===== config.mk =====
export PLATFORM = sky130hd
export DESIGN_NAME = bus_timer
export DESIGN_NICKNAME = d
export VERILOG_FILES = /design/src/rtl/timer_pkg.sv /design/src/rtl/timer_prescaler.sv /design/src/rtl/bus_timer.sv
export SDC_FILE = /design/constraint.sdc
export NUM_CORES = 1
export LEC_CHECK = 0
export BUFFER_PORTS_ARGS = -buffer_cell sky130_fd_sc_hd__buf_2
export CAP_MARGIN = 30
export CORE_MARGIN = 2
export CORE_UTILIZATION = 35
export DETAILED_ROUTE_END_ITERATION = 10
export GPL_TIMING_DRIVEN = 1
export PLACE_DENSITY = 0.62
export SKIP_CTS_REPAIR_TIMING = 1
export SLEW_MARGIN = 20
export SYNTH_ARGS = -nofsm -noshare
export SYNTH_HDL_FRONTEND = slang
export SYNTH_SLANG_ARGS = --single-unit

===== constraint.sdc =====
create_clock -name clk -period 4.25 [get_ports clk]
set_clock_uncertainty 0.05 [all_clocks]
set_input_delay 0.425 -clock clk [delete_from_list [all_inputs] [get_ports clk]]
set_output_delay 0.425 -clock clk [all_outputs]
set_load 0.05 [all_outputs]

===== src/rtl/timer_pkg.sv =====
// Shared constants for the memory-mapped interval timer: register offsets,
// control-bit positions and the default bus width.
package timer_pkg;

  localparam int unsigned TIMER_DBITS = 32;

  localparam int unsigned OFS_CNT = 0;
  localparam int unsigned OFS_LIM = 4;
  localparam int unsigned OFS_CTL = 8;

  localparam int unsigned CTL_READY = 0;
  localparam int unsigned CTL_OVR   = 1;
  localparam int unsigned CTL_IE    = 8;

  typedef enum logic [1:0] {
    REG_NONE,
    REG_CNT,
    REG_LIM,
    REG_CTL
  } reg_sel_e;

endpackage


===== src/rtl/timer_prescaler.sv =====
// Clock prescaler: div counts 0..TICKDIV-1 and tick is high for the one cycle
// where div sits at TICKDIV-1; clr forces div back to 0.
module timer_prescaler #(
  parameter int unsigned DBITS   = 32,
  parameter int unsigned TICKDIV = 25000
) (
  input  logic clk,
  input  logic reset,
  input  logic clr,
  output logic tick
);

  localparam logic [DBITS-1:0] DIV_LAST = DBITS'(TICKDIV - 1);

  logic [DBITS-1:0] div_q;
  logic [DBITS-1:0] div_d;

  assign tick = (div_q == DIV_LAST);

  always_comb begin
    div_d = div_q + DBITS'(1);
    if (clr || tick) begin
      div_d = '0;
    end
  end

  always_ff @(posedge clk or posedge reset) begin
    if (reset) begin
      div_q <= '0;
    end else begin
      div_q <= div_d;
    end
  end

endmodule


===== src/rtl/bus_timer.sv =====
// Memory-mapped interval timer (TCNT/TLIM/TCTL) with sticky ready/overrun flags.
// Define BUS_TIMER_INTR_EN to add the TCTL.IE bit and a registered interrupt.
module bus_timer
  import timer_pkg::*;
#(
  parameter int unsigned      DBITS   = TIMER_DBITS,
  parameter logic [DBITS-1:0] BASE    = DBITS'(32'hFFFFF100),
  parameter int unsigned      TICKDIV = 25000
) (
  input  logic             clk,
  input  logic             reset,
  input  logic [DBITS-1:0] addr,
  input  logic [DBITS-1:0] wdata,
  input  logic             we,
  output logic [DBITS-1:0] rdata,
  output logic             sel,
  output logic             intr
);

  localparam logic [DBITS-1:0] ADDR_CNT = BASE + DBITS'(OFS_CNT);
  localparam logic [DBITS-1:0] ADDR_LIM = BASE + DBITS'(OFS_LIM);
  localparam logic [DBITS-1:0] ADDR_CTL = BASE + DBITS'(OFS_CTL);

  reg_sel_e         rsel;
  logic             wr_cnt;
  logic             wr_lim;
  logic             wr_ctl;
  logic             tick;
  logic             lim_hit;
  logic             lim_evt;
  logic [DBITS-1:0] cnt_q, cnt_d;
  logic [DBITS-1:0] lim_q, lim_d;
  logic             ready_q, ready_d;
  logic             ovr_q, ovr_d;
  logic [DBITS-1:0] ctl_rd;

  // Address decode
  always_comb begin
    rsel = REG_NONE;
    if (addr == ADDR_CNT) begin
      rsel = REG_CNT;
    end else if (addr == ADDR_LIM) begin
      rsel = REG_LIM;
    end else if (addr == ADDR_CTL) begin
      rsel = REG_CTL;
    end
  end

  assign sel    = (rsel != REG_NONE);
  assign wr_cnt = we && (rsel == REG_CNT);
  assign wr_lim = we && (rsel == REG_LIM);
  assign wr_ctl = we && (rsel == REG_CTL);

  timer_prescaler #(
    .DBITS  (DBITS),
    .TICKDIV(TICKDIV)
  ) u_prescaler (
    .clk  (clk),
    .reset(reset),
    .clr  (wr_cnt || wr_lim),
    .tick (tick)
  );

  // A software write to TCNT/TLIM swallows a coincident tick, including its event
  assign lim_hit = (lim_q != '0) && (cnt_q == lim_q - DBITS'(1));
  assign lim_evt = tick && lim_hit && !wr_cnt && !wr_lim;

  always_comb begin
    cnt_d   = cnt_q;
    lim_d   = lim_q;
    ready_d = ready_q;
    ovr_d   = ovr_q;
    if (wr_cnt) begin
      cnt_d = wdata;
    end else if (wr_lim) begin
      lim_d = wdata;
      cnt_d = '0;
    end else if (tick) begin
      cnt_d = lim_hit ? '0 : cnt_q + DBITS'(1);
    end
    if (wr_ctl) begin
      ready_d = ready_q & wdata[CTL_READY];
      ovr_d   = ovr_q & wdata[CTL_OVR];
    end
    // Hardware set beats a same-cycle software clear so no event is lost
    if (lim_evt) begin
      ready_d = 1'b1;
      if (ready_q) begin
        ovr_d = 1'b1;
      end
    end
  end

  always_ff @(posedge clk or posedge reset) begin
    if (reset) begin
      cnt_q   <= '0;
      lim_q   <= '0;
      ready_q <= 1'b0;
      ovr_q   <= 1'b0;
    end else begin
      cnt_q   <= cnt_d;
      lim_q   <= lim_d;
      ready_q <= ready_d;
      ovr_q   <= ovr_d;
    end
  end

`ifdef BUS_TIMER_INTR_EN
  logic ie_q, ie_d;
  logic intr_q;

  assign ie_d = wr_ctl ? wdata[CTL_IE] : ie_q;

  always_ff @(posedge clk or posedge reset) begin
    if (reset) begin
      ie_q   <= 1'b0;
      intr_q <= 1'b0;
    end else begin
      ie_q   <= ie_d;
      intr_q <= ie_q & ready_q;
    end
  end

  assign intr = intr_q;

  always_comb begin
    ctl_rd            = '0;
    ctl_rd[CTL_READY] = ready_q;
    ctl_rd[CTL_OVR]   = ovr_q;
    ctl_rd[CTL_IE]    = ie_q;
  end
`else
  assign intr = 1'b0;

  always_comb begin
    ctl_rd            = '0;
    ctl_rd[CTL_READY] = ready_q;
    ctl_rd[CTL_OVR]   = ovr_q;
  end
`endif

  // Combinational read port; silent during writes and for foreign addresses
  always_comb begin
    rdata = '0;
    if (sel && !we) begin
      case (rsel)
        REG_CNT: rdata = cnt_q;
        REG_LIM: rdata = lim_q;
        REG_CTL: rdata = ctl_rd;
        default: rdata = '0;
      endcase
    end
  end

endmodule


==> impl_metrics.ini, run 1 <==
[outcome]
status = completed

[logic_synthesis]
syn_nets = 917
synth.distinct_cells = 62
ys_async_sr_fraction = 1.00
synth_top_family_by_area = simple AND/OR/NAND/NOR gates
yosys_warnings = 0
netlist_area_um2 = 7300
synthXorXnorAreaFrac = 0.0883
avgSynthCellArea_um2 = 8.63
muxShareOfSynthArea = 0.0952
synth_seq_area_share = 0.336
synth-edff-count = 0
syn_inst = 846
ys.flop_type = dfrtp_1
synth_compound_gate_area_share = 0.146
synthSimpleGateAreaFrac = 0.273
ys_ff_latch = 98
synthAdderAreaFrac = 0.00686

[min_path]
hp-class = in -> async

[sta]
worst_pin_slew_ns = 0.772
rsz0062_at_grt = false
hold_viol_final = 0
finalWorstSetupSlack_ns = 0.207
max-slew-margin-rel = 0.478
fin_crit_ns = 4.04
fmax_mhz = 247
tns_ns = 0
final-setup-viol-count = 0
final_max_slew_viol_count = 0
post-route-period-util = 0.951

[worst_setup_path]
ff2ff_path_depth = 11
cp_max_fo = 45
critical_path_class = reg -> reg
r2r-start = lim_q[0]$_DFFE_PP0P_
r2r_end = cnt_q[26]$_DFFE_PP0N_
worst_path_largest_cell_delay_ns = 0.56
timing.critical_path.arrival_ns = 4.21
cp-end-kind = flop
slowest_stage = or4_2
rrSetupSlack_ns = 0.21
startpoint_type = flop
path_cells = inv_1 -> ha_1 -> or3b_1 -> or3_4 -> or4_4 -> a32oi_1 -> o2111ai_1 -> or4_2 -> buf_4 -> a41oi_2 -> o21ai_1
crit_required_ns = 4.42

[die]
core_area_um2 = 20400
std_cell_rows = 52
die_w_um = 148
fp.dieArea_um2 = 22000
io_pins = 101
fp.dieH_um = 148
initial_core_util = 0.358

[placed_design]
gp_congestion = 0.934
dpl_cell_area_um2 = 8040
hpwlAfterDp_um = 15700
preCtsSetupSlack_ns = 0.286
port_buffers = 99

[power]
cellLeakagePower_nw = 3.75
irDropWorstVdd_uv = 182
power_density_nw_per_um2 = 223

[finish]
nets = 989
areaGrowthSynthToFinish_pct = 15.1
fillCellCount = 2046
finalInstanceArea_um2 = 8400
layout-drive-gt1-share = 0.229

[routing]
drtPass1Iterations = 7
ant_nets = 0
wl_um = 21400
routed_via_density = 5.59
post_drt_wl_per_cell_um = 17.9
drc = 0
drt_first_iter_violations = 440
vias = 6689

[global_routing]
antenna_found_initial = 4
grt_overflow = 0
grt_pass1_wl_um = 34100
grt_usage = 0.194
grt_max_degree = 67
grt_pass1_vias = 6223

[clock_tree]
insertion_delay_ns = 0.35
cts_tree = yes
cts-buffers-inserted = 9
clk_pin_slew_ns = 0.08
htreeDepth = 3
clock-sinks = 98
cts_buffer_depth = 2
cts-root-buf = clkbuf_16

[flow_run]
maxCapViolCount = 0
-- worst max-delay path: cells and delay by family (launching register included) --
kind,cells,cell delay (ns)
simple gates,4,1.97
compound gates,4,0.65
flops,1,0.47
buf+inv,2,0.44
fa+ha+maj,1,0.29
-- worst max-delay path by stage --
stage                          from               endpoint  slack (ns)  cells after the start
2_1_floorplan  lim_q[0]$_DFFE_PP0P_  cnt_q[15]$_DFFE_PP0N_        0.73                     13
3_3_place_gp   lim_q[0]$_DFFE_PP0P_   cnt_q[8]$_DFFE_PP0N_        0.35                     11
3_5_place_dp   lim_q[0]$_DFFE_PP0P_  cnt_q[23]$_DFFE_PP0N_        0.29                     11
4_1_cts        lim_q[0]$_DFFE_PP0P_  cnt_q[26]$_DFFE_PP0N_        0.25                     11
5_1_grt        lim_q[0]$_DFFE_PP0P_   cnt_q[5]$_DFFE_PP0N_        0.07                     11
6_report       lim_q[0]$_DFFE_PP0P_  cnt_q[26]$_DFFE_PP0N_        0.21                     11
-- cells by family after synthesis --
group                      Yosys count
other                                1
xor gates and xnor gates            72
DFF                                 98
AOI/OAI and AO/OA                  134
muxes                               65
adders and majority gates            4
buffers and inverters               91
and+or+nand+nor                    381
-- stage by stage --
stage	cells	utilization	hold WS [ns]	total power [mW]
3_5_place_dp	1175	0.395	0.438	1.04
2_1_floorplan	846	-	0.398	0.988
4_1_cts	1191	0.410	0.246	1.89
3_3_place_gp	1175	0.395	0.427	1.04
5_1_grt	1193	0.412	0.0288	1.94
6_report	1196	0.413	0.000274	1.87
-- routing by layer --
layer | vias to the layer above | GRT usage | share of wire
met5 | - | 0 | 0.00061
met4 | 2 | 0.0624 | 0.022
met3 | 30 | 0.0347 | 0.067
met2 | 222 | 0.294 | 0.44
met1 | 3206 | 0.282 | 0.47
li1 | 3229 | - | -
-- cell usage in the layout (no fill, tap or decap), drive strengths merged, types with 4 or more instances in the layout --
master	count
nor4b	5
and2	24
and3	11
a22oi	13
a31oi	23
nand4b	6
or2	6
ha	4
dfrtp	98
o21ai	36
nand2	50
nand4	30
nor4	33
a41oi	24
mux2i	30
nand3	30
nor3b	4
o22ai	9
nand2b	4
clkbuf	10
o31ai	4
nor2	117
inv	34
xnor2	30
buf	120
mux2	35
or4	6
a21oi	7
nor3	24
or3	22
xor2	41
-- power by group --
part	total (mW)	leakage, nW	internal [mW]	switching, mW
registers	0.932	1.25	0.932	0.00000894
logic	0.0882	2.37	0.0361	0.0521
clock network	0.852	0.137	0.464	0.389
total	1.87	3.75	1.43	0.441
-- area by class of cell --
cell class	instances	area (um^2)	share of cell area
inverter	32	123	0.0146
antenna	3	7.51	0.000894
clock buffer	10	229	0.0273
tap	270	338	0.0402
multi-input combinational	657	4480	0.533
sequential	98	2450	0.292
clock inverter	6	72.6	0.00864
timing repair buffer	120	698	0.0831
-- cell usage after synthesis (5+ instances only) --
cell,instances,area (um^2)
nor3_1,24,120
o21ai_0,14,70.1
or2_2,6,37.5
nand3_1,30,150
and3_1,11,68.8
a22oi_1,13,97.6
nor4_1,30,188
buf_2,5,25.0
nor2_1,117,439
o21ai_1,22,110
or3_1,21,131
a41oi_2,21,342
nor4b_1,5,43.8
a21oi_1,7,35.0
inv_1,32,120
mux2_2,35,394
nand2_1,50,188
xor2_1,41,359
mux2i_1,30,300
clkbuf_1,41,154
dfrtp_1,98,2450
a31oi_1,23,144
nand4b_1,6,52.6
buf_6,5,56.3
xnor2_1,30,263
and2_1,24,150
buf_1,7,26.3
nand4_1,30,188
o22ai_1,9,56.3
-- sequential cells by signal, summed over array words and instances, names as in the netlist --
signal / cells
cnt_q: 32
lim_q: 32
ovr_q: 1
ready_q: 1
u_prescaler.div_q: 32
Note: power is estimated with default switching activity, not from simulation.
==> inputs of run 2 (changes only) <==
--- a/config.mk
+++ b/config.mk
@@ -10,7 +10,7 @@
 export CORE_MARGIN = 2
 export CORE_UTILIZATION = 35
 export DETAILED_ROUTE_END_ITERATION = 10
-export GPL_TIMING_DRIVEN = 1
+export GPL_TIMING_DRIVEN = 0
 export PLACE_DENSITY = 0.62
 export SKIP_CTS_REPAIR_TIMING = 1
 export SLEW_MARGIN = 20
==> run 2 against run 1 <==
  * Die area did not move
  * Clock power fell by 6.1%
  * Non-clock buffer count rose by 39
  * Largest power group unchanged
  * Clock-buffer cell count rose by 1
  * Sequential share of layout area fell by 0.20 points
  * Total power fell by 2.6%
  * Worst hold slack improved by 0.015 ns
  * Setup slack got worse by 0.030 ns
  * Highest routed layer unchanged
  * Critical path type unchanged
==> impl_metrics.ini, run 2 (synthesis gave the netlist of run 1 again) <==
[outcome]
status = completed

[global_routing]
grt_pass1_wl_um = 35300
antenna_found_initial = 3
grt_pass1_vias = 6628
grt_overflow = 0
grt_max_degree = 62
grt_usage = 0.204

[clock_tree]
cts_tree = yes
insertion_delay_ns = 0.36
clock-sinks = 98
cts-buffers-inserted = 9
cts_buffer_depth = 2
htreeDepth = 3
cts-root-buf = clkbuf_16
clk_pin_slew_ns = 0.07

[routing]
ant_nets = 0
vias = 6777
drt_first_iter_violations = 424
drtPass1Iterations = 5
drc = 0
wl_um = 22000
post_drt_wl_per_cell_um = 17.8
routed_via_density = 5.49

[worst_setup_path]
timing.critical_path.arrival_ns = 4.26
crit_required_ns = 4.44
cp-end-kind = flop
startpoint_type = flop
worst_path_largest_cell_delay_ns = 0.51
slowest_stage = or4_1
crit_top_cell = buf_6
cp_max_fo = 10
path_cells = clkbuf_1 -> inv_1 -> ha_1 -> or3b_4 -> or3_4 -> or4_4 -> a32oi_1 -> o2111ai_1 -> or4_1 -> buf_6 -> buf_6 -> a41oi_2 -> o21ai_1
critical_path_class = reg -> reg

[finish]
layout-drive-gt1-share = 0.207
final_util = 0.415
mostFrequentLayoutCells = nor2_1, buf_2, dfrtp_1
seqCellArea_um2 = 2450
areaGrowthSynthToFinish_pct = 15.9
nets = 1028
final_common_cell = nor2_1
top_regs = cnt_q (32), lim_q (32), u_prescaler.div_q (32)
fillCellCount = 2067
multi_input_area_um2 = 4460

[power]
cellLeakagePower_nw = 3.76
total_power_mw = 1.82
p_sw_frac = 0.240
p_seq_frac = 0.511
combPwrFrac = 0.051
p_int_mw = 1.39
irDropWorstVdd_uv = 194
clkPwrFrac = 0.439
power_density_nw_per_um2 = 216
p_switching_mw = 0.437

[min_path]
hp-class = in -> async

[sta]
max-slew-margin-rel = 0.366
fmax_mhz = 246
hold_viol_final = 0
final_max_slew_viol_count = 0
post-route-period-util = 0.958
fin_crit_ns = 4.07
rsz0062_at_grt = false
worst_pin_slew_ns = 0.943
hold_ws_ns = 0.0151
final-setup-viol-count = 0

[placed_design]
gp_congestion = 0.890
port_buffers = 98
hpwlAfterDp_um = 16900

[die]
io_pins = 101
core_area_um2 = 20400
fp.dieArea_um2 = 22000
initial_core_util = 0.358
die_w_um = 148
std_cell_rows = 52
fp.dieH_um = 148

[flow_run]
maxCapViolCount = 0
run 2: cell count changes in the layout (fill, tap and decap cells not counted), moves of 3 or more:
cell	change
clkinvlp_4	-3
buf_4	-16
clkbuf_1	+41
buf_6	+5
buf_1	+7
buf_2	+4
run 2: per-layer routing:
layer	share of wire	global-route usage	vias to the layer above
met3	0.063	0.0417	33
met2	0.47	0.333	194
met4	0.024	0.0681	2
met1	0.45	0.272	3241
met5	0.00064	0	-
li1	-	-	3307
run 2: worst paths after layout:
kind	to	slack [ns]	depth (start not counted)	from
min in group clk	lim_q[25]$_DFFE_PP0P_	0.26	2	wdata[25]
hold reg to reg	u_prescaler.div_q[0]$_DFF_PP0_	0.44	1	u_prescaler.div_q[0]$_DFF_PP0_
setup reg to reg	cnt_q[15]$_DFFE_PP0N_	0.18	13	lim_q[0]$_DFFE_PP0P_
setup / recovery	cnt_q[15]$_DFFE_PP0N_	0.18	13	lim_q[0]$_DFFE_PP0P_
max in group asynchronous	lim_q[5]$_DFFE_PP0P_	3.52	3	reset
hold / removal	u_prescaler.div_q[13]$_DFF_PP0_	0.02	2	reset
run 2: critical path: cells and delay by family (launching register included):
family,cells,cell delay (ns)
compound gates,4,0.63
buf+inv,4,0.71
fa+ha+maj,1,0.31
simple gates,4,1.89
flops,1,0.36
run 2: cell type report:
cell class	count	area share
Antenna cell	2	0.000592
Inverter	32	0.0148
Multi-Input combinational cell	657	0.528
Clock inverter	5	0.00459
Clock buffer	11	0.0287
Buffer	59	0.0318
Sequential cell	98	0.290
Tap cell	270	0.0399
Timing Repair Buffer	100	0.0621
run 2: power by group through the flow:
stage                     registers (mW)  clock network, mW  logic (mW)
after global routing               0.931              0.860       0.101
after floorplan                    0.950                  0      0.0375
final                              0.932              0.800      0.0921
after detailed placement           0.950                  0      0.0931
after global placement             0.950                  0      0.0890
after CTS                          0.932              0.820      0.0934
run 2: metrics by stage:
step | instances | cell area (um^2) | TNS (ns) | worst slack (ns)
2_1_floorplan | 846 | 7300 | 0 | 0.735
3_3_place_gp | 1214 | 8130 | -23.84 | -0.247
3_5_place_dp | 1216 | 8170 | 0 | 0.0839
4_1_cts | 1232 | 8450 | 0 | 0.0554
5_1_grt | 1232 | 8450 | 0 | 0.00819
6_report | 1234 | 8460 | 0 | 0.177
